--- src/rtl/dma_cmd_sequencer_if.sv ---
// Bundle of the command handshake, DMA register-write port and status pulses of the sequencer.
// master drives commands, acks and eop; slave is the sequencer itself.
interface dma_cmd_sequencer_if;
  logic        cmd_valid;
  logic        cmd_ready;
  logic [15:0] cmd_src;
  logic [15:0] cmd_dst;
  logic [15:0] cmd_count;
  logic        reg_wr;
  logic        reg_ack;
  logic [15:0] Address_bus;
  logic [15:0] data_bus;
  logic        dma_eop;
  logic        busy;
  logic        done;
  logic        err;

  modport master (
    output cmd_valid, cmd_src, cmd_dst, cmd_count, reg_ack, dma_eop,
    input  cmd_ready, reg_wr, Address_bus, data_bus, busy, done, err
  );

  modport slave (
    input  cmd_valid, cmd_src, cmd_dst, cmd_count, reg_ack, dma_eop,
    output cmd_ready, reg_wr, Address_bus, data_bus, busy, done, err
  );
endinterface

--- src/rtl/dma_cmd_sequencer.sv ---
// Turns one transfer command into a six-write DMA register program, then waits for end-of-process
// with a timeout that triggers an abort write. Writes hold until acked; done/err are one-cycle pulses.
module dma_cmd_sequencer #(
  parameter int MEM_LIMIT = 32764,
  parameter int TIMEOUT   = 1000
) (
  input  logic                clk,
  input  logic                rst,
  dma_cmd_sequencer_if.slave  bus
);
  localparam logic [15:0] MEM_LIM  = 16'(MEM_LIMIT);
  localparam logic [15:0] CNT_LAST = 16'(TIMEOUT - 1);

  typedef enum logic [1:0] {IDLE, WRITE, WAIT_EOP, ABORT} state_t;
  typedef enum logic [1:0] {K_M2M, K_M2IO, K_IO2M} kind_t;

  state_t      state, state_nxt;
  kind_t       kind, kind_nxt;
  logic [2:0]  idx, idx_nxt;
  logic [15:0] cnt, cnt_nxt;
  logic [15:0] src_q, dst_q, count_q;
  logic        done_q, err_q, done_nxt, err_nxt;
  logic        accept, src_mem, dst_mem;
  logic [15:0] wr_addr, wr_data;

  assign accept  = bus.cmd_valid && (state == IDLE);
  assign src_mem = (bus.cmd_src <= MEM_LIM);
  assign dst_mem = (bus.cmd_dst <= MEM_LIM);

  always_ff @(posedge clk or posedge rst) begin
    if (rst) begin
      state   <= IDLE;
      kind    <= K_M2M;
      idx     <= '0;
      cnt     <= '0;
      src_q   <= '0;
      dst_q   <= '0;
      count_q <= '0;
      done_q  <= 1'b0;
      err_q   <= 1'b0;
    end else begin
      state  <= state_nxt;
      kind   <= kind_nxt;
      idx    <= idx_nxt;
      cnt    <= cnt_nxt;
      done_q <= done_nxt;
      err_q  <= err_nxt;
      if (accept) begin
        src_q   <= bus.cmd_src;
        dst_q   <= bus.cmd_dst;
        count_q <= bus.cmd_count;
      end
    end
  end

  always_comb begin
    state_nxt = state;
    kind_nxt  = kind;
    idx_nxt   = idx;
    cnt_nxt   = cnt;
    done_nxt  = 1'b0;
    err_nxt   = 1'b0;
    case (state)
      IDLE: begin
        if (accept) begin
          if (!src_mem && !dst_mem) begin
            err_nxt = 1'b1;
          end else begin
            state_nxt = WRITE;
            idx_nxt   = '0;
            kind_nxt  = src_mem ? (dst_mem ? K_M2M : K_M2IO) : K_IO2M;
          end
        end
      end
      WRITE: begin
        if (bus.reg_ack) begin
          if (idx == 3'd5) begin
            state_nxt = WAIT_EOP;
            idx_nxt   = '0;
            cnt_nxt   = '0;
          end else begin
            idx_nxt = idx + 3'd1;
          end
        end
      end
      WAIT_EOP: begin
        // eop takes priority over a simultaneous timeout
        if (bus.dma_eop) begin
          done_nxt  = 1'b1;
          state_nxt = IDLE;
        end else if (cnt == CNT_LAST) begin
          state_nxt = ABORT;
        end else begin
          cnt_nxt = cnt + 16'd1;
        end
      end
      ABORT: begin
        if (bus.reg_ack) begin
          err_nxt   = 1'b1;
          state_nxt = IDLE;
        end
      end
      default: state_nxt = IDLE;
    endcase
  end

  // Register program for the current index; zero whenever no write is pending.
  always_comb begin
    wr_addr = '0;
    wr_data = '0;
    if (state == ABORT) begin
      wr_addr = 16'd11;
      wr_data = 16'h0001;
    end else if (state == WRITE) begin
      case (idx)
        3'd0: begin
          wr_addr = 16'd1;
          wr_data = count_q;
        end
        3'd1: begin
          wr_addr = 16'd0;
          wr_data = (kind == K_IO2M) ? dst_q : src_q;
        end
        3'd2: begin
          wr_addr = (kind == K_M2M) ? 16'd13 : 16'd10;
          wr_data = (kind == K_M2M) ? dst_q : ((kind == K_M2IO) ? 16'h0004 : 16'h0008);
        end
        3'd3: begin
          wr_addr = 16'd7;
          wr_data = (kind == K_M2M) ? 16'h0001 : ((kind == K_M2IO) ? 16'h0000 : 16'h0080);
        end
        3'd4: wr_addr = 16'd11;
        3'd5: wr_addr = 16'd12;
        default: begin
          wr_addr = '0;
          wr_data = '0;
        end
      endcase
    end
  end

  assign bus.cmd_ready   = (state == IDLE);
  assign bus.reg_wr      = (state == WRITE) || (state == ABORT);
  assign bus.Address_bus = wr_addr;
  assign bus.data_bus    = wr_data;
  assign bus.busy        = (state != IDLE);
  assign bus.done        = done_q;
  assign bus.err         = err_q;
endmodule

--- src/flat_wrapper.sv ---
// flat-port wrapper written by rule: the top's interface ports become plain ports
module dma_cmd_sequencer_flat 
#(
  parameter int MEM_LIMIT = 32764,
  parameter int TIMEOUT   = 1000
)
  (clk, rst, bus_cmd_valid, bus_cmd_src, bus_cmd_dst, bus_cmd_count, bus_reg_ack, bus_dma_eop, bus_cmd_ready, bus_reg_wr, bus_Address_bus, bus_data_bus, bus_busy, bus_done, bus_err);
  dma_cmd_sequencer_if bus_i ();
  input  logic clk;
  input  logic rst;
  input wire logic [$bits(bus_i.cmd_valid)-1:0] bus_cmd_valid;
  input wire logic [$bits(bus_i.cmd_src)-1:0] bus_cmd_src;
  input wire logic [$bits(bus_i.cmd_dst)-1:0] bus_cmd_dst;
  input wire logic [$bits(bus_i.cmd_count)-1:0] bus_cmd_count;
  input wire logic [$bits(bus_i.reg_ack)-1:0] bus_reg_ack;
  input wire logic [$bits(bus_i.dma_eop)-1:0] bus_dma_eop;
  output wire logic [$bits(bus_i.cmd_ready)-1:0] bus_cmd_ready;
  output wire logic [$bits(bus_i.reg_wr)-1:0] bus_reg_wr;
  output wire logic [$bits(bus_i.Address_bus)-1:0] bus_Address_bus;
  output wire logic [$bits(bus_i.data_bus)-1:0] bus_data_bus;
  output wire logic [$bits(bus_i.busy)-1:0] bus_busy;
  output wire logic [$bits(bus_i.done)-1:0] bus_done;
  output wire logic [$bits(bus_i.err)-1:0] bus_err;
  assign bus_i.cmd_valid = bus_cmd_valid;
  assign bus_i.cmd_src = bus_cmd_src;
  assign bus_i.cmd_dst = bus_cmd_dst;
  assign bus_i.cmd_count = bus_cmd_count;
  assign bus_i.reg_ack = bus_reg_ack;
  assign bus_i.dma_eop = bus_dma_eop;
  assign bus_cmd_ready = bus_i.cmd_ready;
  assign bus_reg_wr = bus_i.reg_wr;
  assign bus_Address_bus = bus_i.Address_bus;
  assign bus_data_bus = bus_i.data_bus;
  assign bus_busy = bus_i.busy;
  assign bus_done = bus_i.done;
  assign bus_err = bus_i.err;
  dma_cmd_sequencer #(.MEM_LIMIT(MEM_LIMIT), .TIMEOUT(TIMEOUT)) u_core (.clk(clk), .rst(rst), .bus(bus_i));
endmodule
--- config.mk ---
export PLATFORM = sky130hd
export DESIGN_NAME = dma_cmd_sequencer_flat
export DESIGN_NICKNAME = d
export VERILOG_FILES = /design/src/rtl/dma_cmd_sequencer_if.sv /design/src/rtl/dma_cmd_sequencer.sv /design/src/flat_wrapper.sv
export SDC_FILE = /design/constraint.sdc
export NUM_CORES = 1
export LEC_CHECK = 0
export CORE_AREA = 2 2 96 98
export DETAILED_ROUTE_END_ITERATION = 12
export DIE_AREA = 0 0 98 100
export PLACE_DENSITY = 0.76
export SYNTH_ARGS = -nofsm -noshare
export SYNTH_HDL_FRONTEND = slang
export SYNTH_SLANG_ARGS = --single-unit
--- constraint.sdc ---
create_clock -name clk -period 2.5 [get_ports clk]
set_input_delay 0.75 -clock clk [delete_from_list [all_inputs] [get_ports clk]]
set_output_delay 0.75 -clock clk [all_outputs]
set_load 0.01 [all_outputs]
==> results <==
[worst max-delay path, stage by stage (launching register included)]
cell and delay (ps):
dfrtp_2 450, nor3b_4 170, buf_4 130, and3_4 170
a222oi_1 410, o31a_1 240, o21bai_1 70, buf_2 140
[layout make-up]
type / instances / area (sq um)
Sequential cell: 73 / 1830
Fill cell: 699 / 3260
Inverter: 13 / 52.6
Clock buffer: 9 / 124
Multi-Input combinational cell: 250 / 2060
Tap cell: 111 / 139
Timing Repair Buffer: 154 / 1330
Clock inverter: 6 / 92.6
[routing by layer]
metal	up-vias	GRT usage (%)
li1	1585	-
met1	1669	27.6
met3	21	4.39
met2	114	38.8
met5	-	0
met4	0	6.84
[cells in the mapped netlist (5+ instances only)]
library cell | number | area share [%]
mux2_2 | 48 | 14
buf_4 | 13 | 2.5
o21ai_0 | 8 | 1.0
a21oi_1 | 10 | 1.3
buf_2 | 6 | 0.76
xnor2_1 | 14 | 3.1
ha_1 | 6 | 1.9
nand3_1 | 7 | 0.89
clkbuf_1 | 7 | 0.67
nor2b_1 | 5 | 0.79
nand2_1 | 13 | 1.2
nand4_1 | 6 | 0.95
inv_1 | 13 | 1.2
buf_1 | 5 | 0.48
nor3b_1 | 7 | 1.3
nor2_1 | 39 | 3.7
dfrtp_1 | 73 | 46
a222oi_1 | 16 | 4.1
[sequential cells by signal, indices dropped and copies added, names as in the netlist]
name,count
u_core.dst_q,16
u_core.count_q,16
u_core.idx,3
u_core.state,2
u_core.cnt,16
u_core.bus.done,1
u_core.bus.err,1
u_core.kind,2
u_core.src_q,16
[repair_timing]
action                                 4_1_cts  5_1_grt
endpoints found under the hold margin        0        0
gates resized for setup                    107       22
gates cloned                                 1        1
setup buffers                                9        6
setup endpoints to repair                   23       21
pin swaps                                   22        9
[cells by family after synthesis]
family,after synthesis,synth area share [%]
other cells,1,0.0950
xor+xnor,14,3.11
fa+ha+maj,6,1.90
mux,49,13.9
simple gates,104,15.0
buf+inv,45,5.90
compound gates,65,13.8
flops,73,46.3
[worst min-delay path by stage]
stage | slack, ps | cells after the start | endpoint | start
after global routing | 520 | 2 | u_core.src_q[15] | u_core.src_q[15]
after floorplan | 450 | 2 | u_core.src_q[15] | u_core.src_q[15]
after detailed placement | 480 | 2 | u_core.src_q[15] | u_core.src_q[15]
after CTS | 500 | 2 | u_core.src_q[15] | u_core.src_q[15]
after global placement | 470 | 2 | u_core.src_q[15] | u_core.src_q[15]
final | 490 | 2 | u_core.src_q[15] | u_core.src_q[15]
[per-stage QoR]
step           instances  power (mW)
3_5_place_dp         585        5.26
6_report             616        6.60
3_3_place_gp         585        5.14
4_1_cts              610        6.39
5_1_grt              616        6.98
2_1_floorplan        368        3.93
[power groups by stage]
stage / clock network (mW) / logic, mW / registers [mW]
2_1_floorplan: 0 / 1.91 / 2.02
3_3_place_gp: 0 / 3.02 / 2.12
3_5_place_dp: 0 / 3.10 / 2.16
4_1_cts: 1.05 / 3.20 / 2.14
5_1_grt: 1.10 / 3.66 / 2.22
6_report: 1.04 / 3.40 / 2.16
[layout by cell type (no fill, tap or decap), drive strengths merged, types with 6 or more instances in the layout]
cell type / netlist / layout
buf: 25 / 94
dfrtp: 73 / 73
clkdlybuf4s50: 0 / 54
mux2: 48 / 48
nor2: 39 / 39
a222oi: 16 / 16
xnor2: 14 / 14
nand2: 13 / 13
inv: 13 / 13
conb: 1 / 12
clkbuf: 7 / 11
a21oi: 10 / 10
o21ai: 8 / 8
nand3: 7 / 7
nor3b: 7 / 7
nand4: 6 / 6
ha: 6 / 6
==> results.py <==
metrics = {
    "status": {
        "status": "complete, but fails checks",
        "violations": "negative setup slack",
    },
    "routing": {
        "dr.pass1.iters": 5,
        "route.layer.met1.wl_mm": 4.58,
        "antenna_left": 0,
        "highest_layer": "met4",
        "num_vias": 3389,
        "drt_iter0_markers": 234,
        "wl_met3_um": 552,
        "drt_wl_total_mm": 11.0,
        "via_per_inst": 5.50,
        "post-route-drc-count": 0,
        "wl_met2_mm": 5.62,
        "wl_per_cell_um": 17.9,
    },
    "floorplanning": {
        "row_count": 35,
        "core_sq_um": 8890,
        "die_y_um": 100,
        "start_util_pct": 44.4,
        "io_pins": 90,
        "die_w_um": 98,
        "design.die.area_sq_um": 9800,
    },
    "global_route": {
        "grt_max_degree": 62,
        "grt_use_total_pct": 22.1,
        "overflow": 0,
        "antenna_found_initial": 0,
        "grt_pass1_vias": 3430,
        "grt_pass1_wl_mm": 17.1,
    },
    "power": {
        "powerDensity_nw_per_um2": 1170,
        "leakage_nw": 2.45,
        "p_sw_mw": 2.49,
        "p_clk_share_pct": 15.7,
        "p_seq_share_pct": 32.7,
        "p_sw_share_pct": 37.7,
        "p_int_mw": 4.11,
        "comb_power_share_pct": 51.5,
        "vdd_ir_drop_max_uv": 470,
    },
    "setup_path": {
        "worstReg2RegStart": "u_core.state[1]",
        "crit_start": "u_core.idx[0]",
        "end_kind": "output port",
        "critPathKind": "flop to output port",
        "reg2regPathDepth": 9,
        "r2r_end": "u_core.cnt[7]",
        "start_kind": "flop",
        "cp-endpoint": "bus_data_bus[0]",
        "cp.arrival_ps": 2130,
        "cp.required_ps": 1750,
        "reg2reg_slack_ps": 320,
        "crit_fanout": 6,
    },
    "synth": {
        "syn_area_sq_um": 3950,
        "ys_seq_area_share_pct": 46.3,
        "syn_inst": 357,
        "yosysUniqueCellTypes": 52,
        "synth_edf_count": 0,
        "synthArstFlopShare_pct": 100,
        "synth_seq_cells": 73,
        "yosys_warnings": 0,
        "yosys_most_used_dff": "dfrtp_1",
        "syn_avg_cell_area_sq_um": 11.1,
    },
    "placement": {
        "dpl_cell_area_sq_um": 5220,
        "gp_congestion": 0.833,
        "pre_cts_slack_ps": -298,
        "place_hpwl_mm": 7.29,
        "io_buffer_count": 77,
    },
    "sta": {
        "min_period_ps": 2880,
        "finalMaxSlewViolations": 0,
        "hold_viol": 0,
        "layout_setup_ws_ps": -377,
        "hold_ws_ps": 494,
        "min_period_over_period_pct": 115,
        "tightest_slew_ps": 670,
        "slew_headroom_pct": 54.9,
        "tns_ps": -4150,
        "clock_skew_ps": 11.9,
        "rsz0062_at_grt": "yes",
        "finalSetupViolCount": 18,
        "timing.fmax_mhz": 348,
    },
    "cts": {
        "clock_path_buffers": 2,
        "clock-sinks": 73,
        "cts-root-buf": "clkbuf_8",
        "insertion_delay_ps": 350,
        "cts.clk_slew.worst_paths_ps": 80,
        "cts_hold_buffers": 0,
        "numCtsBuffers": 9,
        "cts_tree": "done",
        "ctsHtreeMaxLevel": 3,
    },
    "cells_and_area": {
        "finalCoreUtilization_pct": 63.3,
        "layout-drive-gt1-share_pct": 39.2,
        "areaGrowthSynthToFinish_pct": 42.6,
        "fin_area_sq_um": 5630,
        "nNetsFinal": 560,
        "num_antenna_cells": 0,
    },
    "job": {
        "max-cap-violations": 0,
    },
    "min_path": {
        "hp-class": "flop to flop",
    },
}
Power figures use the tool's default switching activity.
